<file path="src/rtl/wb_disp_capture_pkg.sv">
// Shared types for the writeback display capture block: register word,
// register address, display FSM states and the capture qualifier.
package wb_disp_capture_pkg;

  typedef logic [31:0] Reg_t;
  typedef logic [4:0]  RegAddr_t;

  // EMPTY: nothing shown since reset. SHOW: a value is on the display.
  typedef enum logic {
    EMPTY = 1'b0,
    SHOW  = 1'b1
  } disp_state_t;

  // A writeback is interesting only when it targets the watched register;
  // $0 is hardwired to zero in the CPU, so writes to it are never shown.
  function automatic logic is_capture(input logic     we,
                                      input RegAddr_t waddr,
                                      input RegAddr_t sel);
    return we && (waddr == sel) && (waddr != '0);
  endfunction

endpackage

</file>
<file path="src/rtl/disp_fifo.sv">
// Small pending-value queue for the display. A pop and a push in the same
// cycle are both honoured even when full, so the occupancy stays constant.
module disp_fifo
  import wb_disp_capture_pkg::*;
#(
  parameter int unsigned DEPTH = 4
) (
  input  logic                     clk,
  input  logic                     rst,
  input  logic                     push,
  input  logic                     pop,
  input  logic [31:0]              push_data,
  output logic [31:0]              head,
  output logic                     full,
  output logic                     empty,
  output logic [$clog2(DEPTH):0]   count
);

  localparam int unsigned PW = $clog2(DEPTH);
  localparam logic [PW:0] FULL_COUNT = (PW+1)'(DEPTH);

  Reg_t          mem [DEPTH];
  logic [PW-1:0] rd_ptr;
  logic [PW-1:0] wr_ptr;
  logic          do_pop;
  logic          do_push;

  assign empty   = (count == '0);
  assign full    = (count == FULL_COUNT);
  assign do_pop  = pop && !empty;
  assign do_push = push && (!full || do_pop);
  assign head    = mem[rd_ptr];

  // Storage array; contents need no reset because the pointers gate reads.
  always_ff @(posedge clk) begin
    if (do_push) begin
      mem[wr_ptr] <= push_data;
    end
  end

  // Pointers wrap naturally since DEPTH is a power of two; count tracks occupancy.
  always_ff @(posedge clk) begin
    if (!rst) begin
      rd_ptr <= '0;
      wr_ptr <= '0;
      count  <= '0;
    end else begin
      if (do_push) begin
        wr_ptr <= wr_ptr + 1'b1;
      end
      if (do_pop) begin
        rd_ptr <= rd_ptr + 1'b1;
      end
      case ({do_push, do_pop})
        2'b10:   count <= count + 1'b1;
        2'b01:   count <= count - 1'b1;
        default: count <= count;
      endcase
    end
  end

endmodule

</file>
<file path="src/rtl/wb_disp_capture.sv">
// Captures CPU writebacks to a selected register and shows each captured
// value on the display for at least HOLD_CYCLES cycles, queueing the rest.
module wb_disp_capture
  import wb_disp_capture_pkg::*;
#(
  parameter int unsigned HOLD_CYCLES = 50_000_000,
  parameter int unsigned FIFO_DEPTH  = 4
) (
  input  logic                          clk,
  input  logic                          rst,
  input  logic                          wb_we,
  input  logic [4:0]                    wb_waddr,
  input  logic [31:0]                   wb_wdata,
  input  logic [4:0]                    sel_reg,
  input  logic                          step,
  input  logic                          freeze,
  input  logic                          ovf_clr,
  output logic [31:0]                   disp_value,
  output logic                          disp_valid,
  output logic [$clog2(FIFO_DEPTH):0]   fifo_count,
  output logic                          overflow
);

  localparam logic [31:0] HOLD_MAX = 32'(HOLD_CYCLES - 1);

  disp_state_t state;
  disp_state_t state_next;
  logic [31:0] hold_cnt;
  logic        capture;
  logic        aged;
  logic        load_first;
  logic        bypass;
  logic        pop;
  logic        push;
  logic        drop;
  Reg_t        fifo_head;
  logic        fifo_full;
  logic        fifo_empty;

  assign capture = is_capture(wb_we, wb_waddr, sel_reg);

  disp_fifo #(
    .DEPTH (FIFO_DEPTH)
  ) u_fifo (
    .clk       (clk),
    .rst       (rst),
    .push      (push),
    .pop       (pop),
    .push_data (wb_wdata),
    .head      (fifo_head),
    .full      (fifo_full),
    .empty     (fifo_empty),
    .count     (fifo_count)
  );

  // State register.
  always_ff @(posedge clk) begin
    if (!rst) begin
      state <= EMPTY;
    end else begin
      state <= state_next;
    end
  end

  // Leave EMPTY on the first capture; SHOW is permanent until reset.
  always_comb begin
    state_next = state;
    if (state == EMPTY && capture) begin
      state_next = SHOW;
    end
  end

  // Decide whether this cycle loads the display from the queue, directly from the bus, or queues.
  always_comb begin
    aged       = 1'b0;
    load_first = 1'b0;
    bypass     = 1'b0;
    pop        = 1'b0;
    push       = 1'b0;
    case (state)
      EMPTY: begin
        load_first = capture;
      end
      SHOW: begin
        aged = (hold_cnt == HOLD_MAX) || (step && !freeze);
        if (!freeze && aged) begin
          if (!fifo_empty) begin
            pop = 1'b1;
          end else if (capture) begin
            bypass = 1'b1;
          end
        end
        push = capture && !bypass;
      end
      default: begin
        load_first = 1'b0;
      end
    endcase
    drop = push && fifo_full && !pop;
  end

  // Display register, hold counter and sticky overflow; a drop beats a clear.
  always_ff @(posedge clk) begin
    if (!rst) begin
      disp_value <= '0;
      disp_valid <= 1'b0;
      hold_cnt   <= '0;
      overflow   <= 1'b0;
    end else begin
      if (load_first || bypass) begin
        disp_value <= wb_wdata;
        disp_valid <= 1'b1;
        hold_cnt   <= '0;
      end else if (pop) begin
        disp_value <= fifo_head;
        hold_cnt   <= '0;
      end else if (state == SHOW && !freeze && hold_cnt != HOLD_MAX) begin
        hold_cnt <= hold_cnt + 32'd1;
      end
      if (drop) begin
        overflow <= 1'b1;
      end else if (ovf_clr) begin
        overflow <= 1'b0;
      end
    end
  end

endmodule

</file>
<file path="config.mk">
export PLATFORM = sky130hd
export DESIGN_NAME = wb_disp_capture
export DESIGN_NICKNAME = d
export VERILOG_FILES = /design/src/rtl/wb_disp_capture_pkg.sv /design/src/rtl/disp_fifo.sv /design/src/rtl/wb_disp_capture.sv
export SDC_FILE = /design/constraint.sdc
export NUM_CORES = 1
export LEC_CHECK = 0
export ABC_AREA = 1
export BUFFER_PORTS_ARGS = -buffer_cell sky130_fd_sc_hd__buf_2
export CAP_MARGIN = 5
export CORE_MARGIN = 5
export CORE_UTILIZATION = 45
export CTS_CLUSTER_DIAMETER = 200
export CTS_CLUSTER_SIZE = 8
export DETAILED_ROUTE_END_ITERATION = 10
export GPL_TIMING_DRIVEN = 0
export PLACE_DENSITY = 0.69
export RECOVER_POWER = 100
export SLEW_MARGIN = 20
export SYNTH_ARGS = -nofsm -noshare
export SYNTH_HDL_FRONTEND = slang
export SYNTH_SLANG_ARGS = --single-unit
</file>
<file path="constraint.sdc">
create_clock -name clk -period 5.7 [get_ports clk]
set_input_delay 0.57 -clock clk [delete_from_list [all_inputs] [get_ports clk]]
set_output_delay 0.57 -clock clk [all_outputs]
set_load 0.005 [all_outputs]
</file>
==> impl_metrics.json <==
{
  "status": "complete, but fails checks",
  "violations": "capacitance limit, slew limit",
  "drive_above_1_share": 0.0829,
  "viasPerCell": 5.28,
  "yosysTopAreaCell": "edfxtp_1",
  "path_class": "flop to flop",
  "slowest_delay_ps": 1360,
  "h-tree-depth": 1,
  "finalHoldViolCount": 0,
  "synthCells": 1081,
  "post_dp_cell_area_sq_mm": 0.0104,
  "hp-class": "input port to flop",
  "reg2reg_from": "hold_cnt[0]",
  "die_h_um": 156,
  "ctsHoldBuffers": 0,
  "multi_input_area_sq_mm": 0.00342,
  "synth_nets": 1136,
  "hpwl_mm": 17.7,
  "start_util": 0.455,
  "core_sq_mm": 0.0210,
  "cp_common_cell": "nor2_1",
  "finalWorstPathRequiredPeriod_ps": 4280,
  "postCtsSetupRepairBufs": 0,
  "setup_viol_count_final": 0,
  "tightest_slew_ps": 1810,
  "antenna_found_initial": 1,
  "clk_latency_ps": 550,
  "crit_family": "simple AND/OR/NAND/NOR gates",
  "critPathMaxFanout": 19,
  "grt_pass1_wl_mm": 39.9,
  "final_cell_area_sq_mm": 0.0111,
  "cts_inserted_buffers": 29,
  "yosys_warnings": 0,
  "grt_max_degree": 23,
  "track_usage": 0.208,
  "wl_met1_mm": 11.6,
  "ios": 85,
  "wirelength_mm": 25.6,
  "seq_area_sq_mm": 0.00537,
  "clockBufferDepth": 3,
  "min_from": "wb_wdata[30]",
  "top_layer_used": "met4",
  "grt_overflow_total": 0,
  "worstRegToRegCells": 12,
  "yosysTopAreaCellShare": 0.403,
  "crit_required_ps": 5930,
  "port_buffers": 83,
  "slew_viol_final": 14,
  "critPathLaunchType": "flop",
  "rows": 53,
  "synth_cell_type_count": 33,
  "post_cts_resize_count": 0,
  "final_cell_mix": "nand2_1 (218), nor2_1 (178), edfxtp_1 (128)",
  "hold_slack_ps": 320,
  "cp_slowest_cell": "nor2_1",
  "fin_skew_ps": 18.4,
  "ys_seq_area_frac": 0.562,
  "met2_wirelength_mm": 11.6,
  "cts_sinks": 204,
  "first_global_vias": 7384,
  "total_power_uw": 3270,
  "fin_setup_tns_ps": 0,
  "rsz0062_at_grt": "no",
  "gp_congestion": 0.936,
  "synthTopCellsByArea": "edfxtp_1 (40%), dfxtp_1 (16%), nand2_1 (8.4%)",
  "nets": 1254,
  "reg2reg_to": "u_fifo.mem[3][26]",
  "end_kind": "flop",
  "max_freq_ghz": 0.233,
  "worstHoldEndpoint": "u_fifo.mem[3][30]",
  "fin_crit_sh": 0.752,
  "maxCapViolations": 1,
  "arrival_ps": 4520,
  "reg2reg_slack_ps": 1420,
  "dr.pass1.iters": 5,
  "fp.dieW_um": 156,
  "area_delta_synth_final_pct": 16.4,
  "layout.cells.most_common": "nand2_1",
  "crit_chain": "ha_1, nand2_2, nor2_1, nand3_1, nor2_1, nand3_1, nand2_1, a21boi_0, nor2_1, inv_1, nor2_1, buf_16",
  "whs_path_depth": 1,
  "power_leakage_uw": 0.00428,
  "cts_tree": "done",
  "wl_met3_mm": 1.86,
  "syn_avg_cell_area_sq_um": 8.83,
  "synth-seq-cells": 204,
  "drcViolationCount": 0,
  "clk_pin_slew_ps": 50,
  "netlist_area_sq_mm": 0.00954,
  "drt_iter0_drc": 538,
  "irDropWorstVdd_mv": 0.221,
  "relSlewSlack": -0.212,
  "p_per_area_mw_per_mm2": 294,
  "cp.buffers_inverters": 2,
  "antenna_left": 0,
  "fillers": 1970,
  "vias": 7896,
  "dieArea_sq_mm": 0.0242,
  "drt-wirelength-per-cell_um": 17.1,
  "clock-root-buffer": "clkbuf_16"
}
-- kinds of logic after synthesis --
group | count (synthesis) | synth area share
fa+ha+maj | 7 | 0.00997
compound gates | 167 | 0.0973
xor+xnor | 23 | 0.0211
buf+inv | 163 | 0.0750
simple gates | 517 | 0.234
flops | 204 | 0.562
-- worst max path at each step --
stage | start | end | cells after the start
floorplan | hold_cnt[0] | u_fifo.mem[0][0] | 11
global placement | freeze | u_fifo.mem[3][19] | 6
detailed placement | freeze | u_fifo.mem[2][18] | 7
CTS | hold_cnt[0] | u_fifo.count[2] | 19
global route | hold_cnt[0] | u_fifo.mem[3][17] | 12
finish | hold_cnt[0] | u_fifo.mem[3][26] | 12
-- Yosys cell counts --
cell type,number
nand3_2,4
and3_1,1
buf_4,5
edfxtp_1,128
nor3_2,1
nor2_1,177
a21boi_1,11
clkinv_1,1
ha_1,6
inv_2,1
nand3_1,40
dfxtp_1,76
nor3_1,18
buf_6,9
buf_1,4
xnor2_1,4
nand4_1,39
clkbuf_1,27
inv_1,102
nand3b_1,15
nand2_2,3
o21ai_0,75
o22ai_1,32
nor2_2,2
nand2_1,214
a21oi_1,39
o21bai_1,2
a21boi_0,8
buf_2,14
fa_1,1
nand2_4,2
xor2_1,19
nor2_4,1
-- sequential cells by signal, summed over array words and instances, names as in the netlist, 2 cells and up, named ones only --
signal	cells
disp_value	32
hold_cnt	32
u_fifo.count	3
u_fifo.mem	128
u_fifo.rd_ptr	2
u_fifo.wr_ptr	2
-- report_power, final --
part	total (uW)	switching [uW]	leakage [uW]	internal, uW
clock network	1580	610	0.000403	972
registers	1580	5.66	0.00176	1580
logic	104	68.6	0.00212	34.9
total	3270	684	0.00428	2580
-- layer usage --
metal | up-vias | global-route usage
met1 | 3728 | 0.297
met3 | 40 | 0.0377
li1 | 3852 | -
met2 | 276 | 0.325
met4 | 0 | 0.0604
met5 | - | 0
-- cell type report --
| type | count | share of cell area |
|---|---|---|
| multi-input cells | 714 | 0.308 |
| inverters | 104 | 0.0352 |
| clock buffers | 50 | 0.0744 |
| well taps | 275 | 0.0310 |
| clock inverters | 1 | 0.00180 |
| diodes | 1 | 0.000225 |
| repair buffers | 87 | 0.0390 |
| plain buffers | 59 | 0.0272 |
| flip-flops and latches | 204 | 0.483 |
-- per-stage QoR --
| stage | worst slack, ps | util | instances |
|---|---|---|---|
| detailed placement | 2430 | 0.498 | 1443 |
| global route | 1120 | 0.530 | 1495 |
| floorplan | 2330 | - | 1081 |
| global placement | 541 | 0.492 | 1439 |
| CTS | 2450 | 0.538 | 1494 |
| finish | 1420 | 0.530 | 1495 |
No activity file was read; power rests on OpenSTA's default activity.
